--- config.mk ---
export PLATFORM = sky130hd
export DESIGN_NAME = mod_counter_nb
export DESIGN_NICKNAME = d
export VERILOG_FILES = /design/src/rtl/mod_counter_nb.sv
export SDC_FILE = /design/constraint.sdc
export NUM_CORES = 1
export LEC_CHECK = 0
export ABC_CLOCK_PERIOD_IN_PS = 5200
export CAP_MARGIN = 5
export CORE_AREA = 10 10 47 49
export DETAILED_ROUTE_END_ITERATION = 12
export DIE_AREA = 0 0 57 59
export HOLD_SLACK_MARGIN = 0.1
export MAX_ROUTING_LAYER = met4
export PLACE_DENSITY = 0.71
export SYNTH_ARGS = -nofsm -noshare
export SYNTH_HDL_FRONTEND = slang
export SYNTH_SLANG_ARGS = --single-unit
--- constraint.sdc ---
create_clock -name clk -period 5.2 [get_ports clk]
set_input_delay 1.04 -clock clk [delete_from_list [all_inputs] [get_ports clk]]
set_output_delay 1.04 -clock clk [all_outputs]
set_load 0.005 [all_outputs]
--- src/rtl/mod_counter_nb.sv ---
// Parametrised up/down modulus counter with parallel load, combinational terminal
// count and a registered carry/borrow pulse; cout of one stage feeds en of the next.
module mod_counter_nb #(
    parameter int unsigned WIDTH    = 4,
    parameter int unsigned MODULUS  = 16,
    parameter bit          SATURATE = 1'b0
) (
    input  logic             clk,
    input  logic             rst_n,
    input  logic             clr,
    input  logic             load,
    input  logic [WIDTH-1:0] load_val,
    input  logic             en,
    input  logic             up,
    output logic [WIDTH-1:0] count,
    output logic             cout,
    output logic             tc
);

    generate
        if (WIDTH < 1 || WIDTH > 16) begin : g_bad_width
            $error("mod_counter_nb: WIDTH must be 1..16");
        end
        if (MODULUS < 2 || MODULUS > (32'd1 << WIDTH)) begin : g_bad_modulus
            $error("mod_counter_nb: MODULUS must be 2..2**WIDTH");
        end
    endgenerate

    localparam int unsigned    LAST_INT = MODULUS - 1;
    localparam logic [WIDTH:0] LAST     = LAST_INT[WIDTH:0];
    localparam logic [WIDTH:0] ONE      = {{WIDTH{1'b0}}, 1'b1};

    logic [WIDTH-1:0] count_q, count_d;
    logic             cout_q, cout_d;
    logic [WIDTH:0]   ext_q;
    logic [WIDTH:0]   inc;
    logic [WIDTH:0]   dec;

    // One extra bit keeps MODULUS == 2**WIDTH from aliasing: the increment is
    // range-checked before truncation and a borrow out of zero sets the top bit.
    always_comb begin
        ext_q   = {1'b0, count_q};
        inc     = ext_q + ONE;
        dec     = ext_q - ONE;
        count_d = count_q;
        cout_d  = 1'b0;
        if (clr) begin
            count_d = '0;
        end else if (load) begin
            if ({1'b0, load_val} > LAST) begin
                count_d = LAST[WIDTH-1:0];
            end else begin
                count_d = load_val;
            end
        end else if (en) begin
            if (up) begin
                if (inc > LAST) begin
                    cout_d  = 1'b1;
                    count_d = SATURATE ? count_q : '0;
                end else begin
                    count_d = inc[WIDTH-1:0];
                end
            end else begin
                if (dec[WIDTH]) begin
                    cout_d  = 1'b1;
                    count_d = SATURATE ? count_q : LAST[WIDTH-1:0];
                end else begin
                    count_d = dec[WIDTH-1:0];
                end
            end
        end
    end

    always_ff @(posedge clk or negedge rst_n) begin
        if (!rst_n) begin
            count_q <= '0;
            cout_q  <= 1'b0;
        end else begin
            count_q <= count_d;
            cout_q  <= cout_d;
        end
    end

    assign count = count_q;
    assign cout  = cout_q;
    assign tc    = up ? (count_q == LAST[WIDTH-1:0]) : (count_q == '0);

endmodule

* Word-level counts from Yosys, hierarchy flattened *
Index checks and enable logic that the tools add are counted.

operators by class
  muxes and demuxes = 13
  order comparisons = 1
  add/subtract/negate cells = 2
  equal/unequal tests = 1
  reduce and logical (&&, ||, !) cells = 2

operator list
  cell                 count
  $mux 4               6
  $mux 1               7
  $add 4x1->5 const B  1
  $gt 5x4->1 const B   1
  $sub 4x1->5 const B  1
  $eq 4x4->1 const B   1
  $logic_not 4->1      1
  $reduce_bool 3->1    1

storage, ports and cells
  word-level logic and storage cells = 21
  register bits = 5
  output and inout bits = 6

* Longest topological paths before layout *
Gate-level depths: netlist (run 1).

  word-level depth = 7
  depth in mapped cells = 6
  mapped depth without buffers = 6

* Least setup slack after synthesis (run 1) *
No wires, ideal clock.

  path kind = input -> output
  start point = input port up
  end point = output port tc
  arrival = 1.599 ns
  path slack = 2.561 ns
  stages = 4
  cells stage by stage = clkbuf_1 -> nor3_1 -> nand2_1 -> nand2_1

on the way
  longest elaborated chain between the ends = 1

RTL lines
  element          line  text
  start, declared  14    input logic up,
  $mux 1           86    assign tc = up ? (count_q == LAST[WIDTH-1:0]) : (count_q == '0);
  end, declared    17    output logic tc

No other way between the ends.

* Worst setup path after layout (run 1) *
Same ends and word-level chain as after synthesis.

==> flow_metrics.tcl, run 1 <==
set metrics [dict create \
    cts-resized-gates 0 \
    ys_ff_latch 5 \
    port_buffers 15 \
    p_leak_nw 0.295 \
    grt_pass1_wl_microns 2530 \
    ys_async_sr_fraction_pct 100 \
    slew_violations 0 \
    drc 0 \
    status "finished, final reports clean" \
    cts-root-buf "clkbuf_4" \
    seq_power_share_pct 33.7 \
    synth_area_leaders "dfrtp_1, ha_1, inv_1, a221oi_1, a21oi_1" \
    clock.fmax_mhz 271 \
    worstSkewPairLatency_ps 240 \
    yosys.area.top_type "dfrtp_1" \
    synth_nets 83 \
    post_cts_buffers 0 \
    synth_cells 69 \
    p_sw_uw 52.1 \
    slew_headroom_pct 68.6 \
    finalSetupViolations 0 \
    syn_area_sq_um 548 \
    cts_tree "done" \
    synthMostInstantiatedCell "inv_1" \
    synthFlopType "dfrtp_1" \
    clock-sinks 5 \
    instances_no_fill 100 \
    grt_start_max_net_pins 16 \
    yosys_warnings 0 \
    fin_nets 99 \
    finalCritPeriodShare_pct 70.9 \
    via_count 572 \
    drtAntennaViolNets 0 \
    hold_buffers 0 \
    antenna_found_initial 0 \
    worstSetupPathType "in2out" \
    cts_buffer_depth 2 \
    synth_cell_types 33 \
    cts_buffers 3 \
    dp.cells 96 \
    dr.pass1.iters 3 \
    areaGrowthSynthToFinish_pct 32.6 \
    hp-class "reg2reg" \
    io_pins 16 \
    pwr-share-comb_pct 37.4 \
    cts_max_level 1 \
    dieArea_sq_mm 0.00336 \
    fillers 152 \
    rsz0062_at_grt "no" \
    grtUsageTotal_pct 9.16 \
    antenna_cells 0 \
    place_ws_ps 1520 \
    cap_violations 0 \
    core_sq_mm 0.00140 \
    yosysSeqAreaShare_pct 22.8 \
    cp_data_required_time_ps 4160 \
    p_total_uw 153 \
    start_util_pct 39.1 \
    cp_max_fo 13 \
    grt_overflow_total 0 \
    path_clk_slew_ps 50 \
    switching_share_pct 34.0 \
    synth_edf_count 0 \
    rows 14 \
    synthTopCellsByCount "inv_1, a21oi_1, dfrtp_1, nand2_1, ha_1" \
    viasPerCell 5.72 \
    p_per_area_mw_per_mm2 211 \
    p_clk_share_pct 28.8 \
    r2r_start "count[0]$_DFFE_PN0P_" \
    fin_tns_setup_ps 0 \
    cp-end-kind "output pin" \
    syn_area_per_cell_sq_um 7.94 \
    finalWirelength_microns 1510 \
    hold_ws_ps 832 \
    hp-start "count[3]$_DFFE_PN0P_" \
    drive_gt1_share_pct 10.7 \
    drt_iter0_markers 13 \
    die_y_microns 59 \
    grt_pass1_vias 556 \
    wire_per_inst_microns 15.1 \
    setup_ws_ps 1510 \
    yosysTopAreaCellShare_pct 22.8 \
    startpoint "up" \
    peakVddDrop_v 0.000210 \
    dieWidth_microns 57 \
    worst_pin_slew_ps 469 \
    gp_congestion 0.840 \
    skew_ps 6.66 \
    timing_hold_violations_final 0 \
    dpl.hpwl_microns 1200 \
    period_minus_slack_ps 3690 \
    arrival_ps 2650 \
    crit_path_start_kind "input port" \
    internal_power_uw 101 \
]
## per-layer routing
metal  wire length (microns)  track usage (%)
met5                       0                -
met2                     772             15.5
met4                       0             1.01
met1                     708             10.5
met3                      31             3.22
## worst max-delay path, stage by stage
cell	delay, ps
clkdlybuf4s50_1	600
nor3_1	340
nand2_1	100
nand2_1	70
clkdlybuf4s50_1	500
## cell type report
class	instances	area (sq um)	area share, %
inverters	8	30.0	4.13
clock buffers	4	26.3	3.61
repair buffers	15	150	20.7
flip-flops and latches	5	125	17.2
well taps	16	20.0	2.75
multi-input cells	52	375	51.6
## cells in the final DEF (no fill, tap or decap), types with 2 or more instances in the layout
cell type,Yosys,final
ha_1,4,4
o2111ai_1,2,2
clkdlybuf4s50_1,0,15
clkbuf_4,0,3
nor3_1,3,3
nand2_1,5,5
o21ai_0,3,3
nand3_1,2,2
nor4_1,2,2
inv_1,7,7
a221oi_1,3,3
a21oi_1,5,5
a31o_1,2,2
nand2b_1,2,2
dfrtp_1,5,5
nor2_1,3,3
## power by group through the flow
stage	registers (mW)	clock network, mW	logic (mW)
floorplan	0.0476	0	0.0366
global placement	0.0520	0	0.0565
detailed placement	0.0522	0	0.0575
CTS	0.0517	0.0461	0.0574
global route	0.0529	0.0491	0.0636
finish	0.0517	0.0441	0.0573
## sequential cells by signal, summed over array words and instances, names as in the netlist
register	flops
count	4
cout	1
## stage by stage
| step | area [sq um] | utilization, % |
|---|---|---|
| after floorplan | 548 | - |
| after global placement | 701 | 50.0 |
| after detailed placement | 701 | 50.0 |
| after CTS | 727 | 51.9 |
| after global routing | 727 | 51.9 |
| final | 727 | 51.9 |
## cells by family (layout without fill, tap and decap cells)
kind of cell | Yosys count | after routing | share of synthesized area, %
AOI/OAI and AO/OA | 24 | 24 | 32.7
and+or+nand+nor | 23 | 23 | 24.7
buffers and inverters | 12 | 27 | 8.68
adders and majority gates | 5 | 5 | 11.2
DFF | 5 | 5 | 22.8
## worst paths after layout
kind	to	slack, ps	cells past startpoint
worst max-delay path	tc	1510	5
worst min-delay path	count[1]$_DFFE_PN0P_	830	2
worst max register to register	count[3]$_DFFE_PN0P_	3100	6
worst min register to register	count[1]$_DFFE_PN0P_	830	2
max in group asynchronous	count[2]$_DFFE_PN0P_	3980	1
min in group asynchronous	count[0]$_DFFE_PN0P_	1020	1
No activity file was read; power rests on OpenSTA's default activity.
==> run 2: changes to the inputs <==
ABC_CLOCK_PERIOD_IN_PS = 3200   (was 5200)
CORE_AREA = default   (was 10 10 47 49)
CORE_MARGIN = 10   (was default)
CORE_UTILIZATION = 40   (was default)
DIE_AREA = default   (was 0 0 57 59)
PLACE_DENSITY = 0.72   (was 0.71)
clock period = 3.2 ns   (was 5.2 ns; I/O delays follow)
==> run 2 against run 1 <==
- hold slack worse by 210 ps
- sequential cell count stayed put
- utilization is 4.5 points higher
- worst setup slack worse by 930 ps
- count of clock-buffer cells in the layout stayed put
- die area is 3.3% lower
- largest power group unchanged
==> flow_metrics.tcl, run 2 (synthesized netlist as in run 1, its figures left out) <==
set metrics [dict create \
    peakVddDrop_v 0.000319 \
    worstSetupPathType "in2out" \
    rsz0062_at_grt "no" \
    cts-root-buf "clkbuf_4" \
    layout_common_cells "clkdlybuf4s50_1, inv_1, nand2_1, a21oi_1, dfrtp_1" \
    start_util_pct 42.1 \
    fin_tns_setup_ps 0 \
    rows 13 \
    viasPerCell 5.94 \
    port_buffers 15 \
    busiest_layer "met2" \
    antenna_found_initial 0 \
    areaGrowthSynthToFinish_pct 33.8 \
    p_leak_nw 0.299 \
    largest_register_ffs 4 \
    wire_per_inst_microns 14.1 \
    worst_pin_slew_ps 458 \
    slew_violations 0 \
    die_y_microns 57.0 \
    fin_nets 100 \
    cts_buffer_depth 2 \
    dr.pass1.iters 4 \
    post_cts_buffers 0 \
    arrival_ps 1980 \
    dieWidth_microns 57.0 \
    finalSetupViolations 0 \
    slew_headroom_pct 69.4 \
    hold_buffers 0 \
    use_met2_pct 13.8 \
    place_area_sq_um 707 \
    worstSkewPairLatency_ps 240 \
    timing_hold_violations_final 0 \
    grtUsageMet1_pct 11.7 \
    hold_ws_ps 626 \
    finalCritPeriodShare_pct 81.9 \
    clock.fmax_mhz 381 \
    grt_start_max_net_pins 16 \
    hp-class "in2async" \
    fillers 132 \
    drive_gt1_share_pct 11.8 \
    p_per_area_mw_per_mm2 337 \
    clock-sinks 5 \
    via_count 594 \
    core_sq_mm 0.00130 \
    cts_max_level 1 \
    drc 0 \
    multi_input_area_sq_um 375 \
    p_total_uw 247 \
    layout.area.seq_sq_um 125 \
    io_pins 16 \
    cap_violations 0 \
    grt_pass1_vias 548 \
    antenna_cells 0 \
    gp_congestion 0.826 \
    path_clk_slew_ps 40 \
    grtUsageMet3_pct 3.76 \
    cp_data_required_time_ps 2560 \
    cts-resized-gates 0 \
    crit_path_start_kind "input port" \
    drtAntennaViolNets 0 \
    grt_pass1_wl_microns 2470 \
    grt_overflow_total 0 \
    dpl.hpwl_microns 1140 \
    fin_area_sq_um 733 \
    final_common_cell "clkdlybuf4s50_1" \
    cp_max_fo 3 \
    status "finished, final reports clean" \
    cp-end-kind "output pin" \
    finalWirelength_microns 1410 \
    drt_iter0_markers 18 \
    cts_tree "done" \
    period_minus_slack_ps 2620 \
    skew_ps 1.63 \
    grtUsageTotal_pct 9.23 \
    cts_buffers 3 \
    dieArea_sq_mm 0.00325 \
]
==> run 2: changes by cell type in the layout (fill, tap and decap cells not counted), sizes merged <==
cell and delta:
buf +1
==> run 2: cell type report <==
class | count | share of cell area, %
timing repair buffer | 16 | 21.5
inverter | 8 | 4.10
sequential | 5 | 17.1
clock buffer | 4 | 3.58
multi-input combinational | 52 | 51.2
tap | 15 | 2.56
==> run 2: power breakdown <==
group	total, mW	switching, mW	internal [mW]
Clock	0.0698	0.0229	0.0469
Combinational	0.0929	0.0436	0.0493
Sequential	0.0842	0.0157	0.0686
==> run 2: path summary, 6_finish.rpt <==
check / startpoint / endpoint / slack (ps) / cells after the start
setup / recovery: up / tc / 580 / 5
hold / removal: rst_n / count[1]$_DFFE_PN0P_ / 630 / 1
setup reg to reg: count[0]$_DFFE_PN0P_ / count[3]$_DFFE_PN0P_ / 1150 / 6
hold reg to reg: count[1]$_DFFE_PN0P_ / count[1]$_DFFE_PN0P_ / 870 / 2
max in group asynchronous: rst_n / count[2]$_DFFE_PN0P_ / 2380 / 1
min in group clk: count[1]$_DFFE_PN0P_ / count[1]$_DFFE_PN0P_ / 870 / 2
==> run 2: per-layer routing <==
layer  vias to the layer above  routed length [microns]
li1                        301                        -
met1                       266                      671
met2                        27                      643
met3                         0                       90
met4                         0                        0
met5                         -                        0
==> run 2: critical path: stages <==
cell and delay (ps):
clkdlybuf4s50_1 410, nor3_1 270, nand2_1 90, nand2_1 70, clkdlybuf4s50_1 500
==> run 2: per-stage QoR <==
stage,std cells,worst slack [ps],utilization (%)
6_report,100,578,56.3
5_1_grt,100,474,56.3
4_1_cts,100,563,56.3
3_5_place_dp,96,568,54.3
3_3_place_gp,96,595,54.3
2_1_floorplan,69,1330,-
